==> config.mk <==
export PLATFORM = sky130hd
export DESIGN_NAME = alu_operand_regfile
export DESIGN_NICKNAME = d
export VERILOG_FILES = /design/src/rtl/alu_operand_regfile.sv
export SDC_FILE = /design/constraint.sdc
export NUM_CORES = 2
export LEC_CHECK = 0
export BUFFER_PORTS_ARGS = -buffer_cell sky130_fd_sc_hd__buf_2
export CAP_MARGIN = 20
export CORE_ASPECT_RATIO = 0.5
export CORE_UTILIZATION = 45
export DETAILED_ROUTE_END_ITERATION = 10
export GPL_TIMING_DRIVEN = 0
export SLEW_MARGIN = 20
export SYNTH_ARGS = -nofsm -noshare
export SYNTH_HDL_FRONTEND = slang
export SYNTH_SLANG_ARGS = --single-unit
==> constraint.sdc <==
create_clock -name clock -period 35.3 [get_ports clock]
set_input_delay 0 -clock clock [delete_from_list [all_inputs] [get_ports clock]]
set_output_delay 0 -clock clock [all_outputs]
set_load 0.05 [all_outputs]
==> src/rtl/alu_operand_regfile.sv <==
// 32x32 register file with ALU operand select; combinational reads, clocked writes.
// r0 is hardwired to zero and reads never bypass the write port, since d feeds back from a/b.
module alu_operand_regfile #(
    parameter int WIDTH = 32,
    parameter int NREG  = 32
) (
    input  logic             clock,
    input  logic             reset,
    input  logic [4:0]       rna,
    input  logic [4:0]       rnb,
    input  logic [4:0]       wn,
    input  logic             we,
    input  logic [WIDTH-1:0] d,
    input  logic [4:0]       sa,
    input  logic [15:0]      imm,
    input  logic             shift,
    input  logic             lui,
    input  logic             aluimm,
    input  logic             sext,
    input  logic [4:0]       dbg_rn,
    output logic [WIDTH-1:0] a,
    output logic [WIDTH-1:0] b,
    output logic [WIDTH-1:0] qb,
    output logic [WIDTH-1:0] dbg_q
);

    logic [WIDTH-1:0] regs [NREG-1:1];
    logic [WIDTH-1:0] qa;
    logic [WIDTH-1:0] imm_z;
    logic [WIDTH-1:0] imm_s;
    logic [WIDTH-1:0] sa_z;

    always_ff @(posedge clock or posedge reset) begin
        if (reset) begin
            for (int i = 1; i < NREG; i++) regs[i] <= '0;
        end else if (we && wn != 5'd0) begin
            regs[wn] <= d;
        end
    end

    // Address 0 has no storage behind it.
    assign qa    = (rna    == 5'd0) ? '0 : regs[rna];
    assign qb    = (rnb    == 5'd0) ? '0 : regs[rnb];
    assign dbg_q = (dbg_rn == 5'd0) ? '0 : regs[dbg_rn];

    assign imm_z = {{(WIDTH-16){1'b0}}, imm};
    assign imm_s = {{(WIDTH-16){imm[15]}}, imm};
    assign sa_z  = {{(WIDTH-5){1'b0}}, sa};

    // lui outranks shift; the pair is illegal but must still resolve deterministically.
    always_comb begin
        a = qa;
        if (lui)        a = imm_z;
        else if (shift) a = sa_z;
    end

    always_comb begin
        b = qb;
        if (aluimm) b = sext ? imm_s : imm_z;
    end

endmodule

==> reports/results.ini <==
[power]
p_switching_mw = 1.374
p_clk_frac = 0.299
seq_power_share = 0.400
switching_share = 0.3448
power.density_nw_per_um2 = 57.17
internal-power_mw = 2.611
irDropWorstVdd_mv = 0.04201
leakage_nw = 29.42
pwr-share-comb = 0.301

[critical_path]
worstPathRequired_ns = 35.30
critPathMaxFanout = 10
ff2ff_path_depth = 1
crit_path_start_kind = input port
r2r-start = regs[95]$_DFFE_PP0P_
critPathKind = input port to primary output
critPathCaptureType = primary output
cp-startpoint = rna[1]
arrival_ns = 5.05

[synth]
synth_edf_count = 0
synth_area_leader_cell = dfrtp_1
synth_top_flop_cell = dfrtp_1
synth-seq-area-share = 0.4036
synth_area_leaders = dfrtp_1 40%, mux4_2 26%, mux2_2 21%
syn_avg_cell_area_sq_um = 14.95
syn_inst = 4114
yosysUniqueCellTypes = 66
synth_top_area_frac = 0.4036
yosys_warnings = 0
ys_async_sr_fraction = 1.000
ys_ff_latch = 992
syn_nets = 4194
synth_area_sq_um = 61500

[floorplanning]
pin_count = 208
start_util = 0.4559
core_area_sq_um = 134900
die_area_sq_um = 138200
die_h_microns = 263.4
die_w_microns = 524.8
num_rows = 95

[grt]
antenna_found_initial = 36
grt_pass1_wl_microns = 444300
grt_pass1_vias = 48100
grt.total_usage = 0.4884
grt_max_degree = 103
gr-total-overflow = 0

[cts]
cts_tree = yes
clk_path_buf_depth = 3
cts_setup_buffers = 0
cts_resized = 0
clockRootBuffer = clkbuf_16
clock_latency_ns = 0.73
htreeDepth = 3
clock-sinks = 992
cts_buffers = 98
clk_pin_slew_ns = 0.08

[drt]
drt-total-wl_microns = 340100
wl_per_cell_microns = 53.17
antenna_left = 0
drt-initial-drc-count = 8036
dr.pass1.iters = 8
num_vias = 50460
drc = 0
post_drt_via_cell_ratio = 7.889

[min_path]
holdPathStages = 3
worstHoldStart = d[24]
hp-class = input port to flip-flop

[flow_run]
cap_violations = 0

[timing]
slew_viol_final = 0
hold_viol = 0
fin_crit_sh = 0.1431
max_freq_ghz = 0.1980
tightest_slew_ns = 1.427
fin_crit_ns = 5.051
slew-limit-headroom = 0.04878
clock_skew_ns = 0
hold_slack_ns = 0.08027
setup_violations = 0
setup_tns_ns = 0
setup_ws_ns = 30.25
rsz0062_at_grt = false

[cells_and_area]
largest_register_ffs = 992
mostFrequentLayoutCell = mux2_2
drive_above_1_share = 0.5643
regArea_sq_um = 24820
final_cell_mix = 1,160 x mux2_2, 992 x dfrtp_1, 722 x mux4_2
fin_nets = 4564
area_growth_syn_to_layout_pct = 13.34
multi_input_area_sq_um = 34590
top_regs = regs: 992 flops
fillers = 11430
top_register = regs

[status]
outcome = complete, no violations

[place]
gp_congestion = 1.071
port_buffers = 194
post-dp-hpwl_microns = 244200
place_ws_ns = 30.69

through the flow:
stage	cell area [sq um]	total power, mW	utilization	std cells
final	69700	3.985	0.5167	6397
after global routing	69600	4.057	0.5159	6357
after CTS	69550	3.917	0.5155	6353
after detailed placement	65760	2.748	0.4874	6142
after global placement	64720	2.704	0.4797	6102
after floorplan	61500	2.332	-	4114
layout make-up:
cell class	instances	share of cell area
timing repair buffer	270	0.03147
tap	1794	0.03220
multi-input combinational	2645	0.4963
sequential	992	0.3561
inverter	17	0.001023
antenna	42	0.001508
clock buffer	129	0.03962
clock inverter	48	0.009837
buffer	460	0.03193
routing by layer:
| metal | vias up | global-route usage | share of wire |
|---|---|---|---|
| li1 | 17270 | - | - |
| met4 | 32 | 0.3099 | 0.074 |
| met3 | 1241 | 0.2836 | 0.18 |
| met5 | - | 0.0003419 | 0.0011 |
| met2 | 5144 | 0.6261 | 0.38 |
| met1 | 26770 | 0.6204 | 0.36 |
power by group through the flow:
| stage | logic [mW] | registers (mW) | clock network [mW] |
|---|---|---|---|
| floorplan | 0.814 | 1.52 | 0 |
| global placement | 1.12 | 1.58 | 0 |
| detailed placement | 1.15 | 1.60 | 0 |
| CTS | 1.16 | 1.58 | 1.18 |
| global route | 1.21 | 1.62 | 1.23 |
| finish | 1.20 | 1.59 | 1.19 |
critical path, cell delays in order:
cell and delay [ns]:
buf_2 0.40, buf_2 0.64, buf_2 0.65, buf_2 0.76, buf_2 0.72, mux4_2 0.42
o2111ai_1 0.59, o21ai_0 0.44, buf_2 0.34
Yosys cell counts, types with 38 or more instances:
cell,instances
mux2_2,1160
dfrtp_1,992
mux4_2,722
clkbuf_1,217
nand2_1,119
buf_2,106
mux2i_1,101
buf_1,88
nor2_1,66
a22o_1,59
o22ai_1,41
a221oi_1,38
cells by family (layout without fill, tap and decap cells):
kind of cell	count (synthesis)	in the layout	share of synthesized area
AO/OA/AOI/OAI	354	354	0.04429
buffers and inverters	477	924	0.03520
flip-flops	992	992	0.4036
multiplexers	1984	1984	0.4935
other	0	42	0
AND/OR/NAND/NOR	307	307	0.02342
worst paths after layout:
check                                             end  slack, ns
worst max-delay path                            a[16]      30.25
worst min-delay path            regs[632]$_DFFE_PP0P_       0.08
worst max register to register   regs[95]$_DFFE_PP0P_      34.41
worst min register to register  regs[540]$_DFFE_PP0P_       0.55
max in group asynchronous       regs[212]$_DFFE_PP0P_      32.98
min in group asynchronous       regs[614]$_DFFE_PP0P_       0.44
timing repair:
| item | 4_1_cts | 5_1_grt |
|---|---|---|
| setup endpoints to repair | 0 | 0 |
| hold endpoints to repair | 591 | 0 |
| hold buffers | 34 | 0 |
Note: power is estimated with default switching activity, not from simulation.
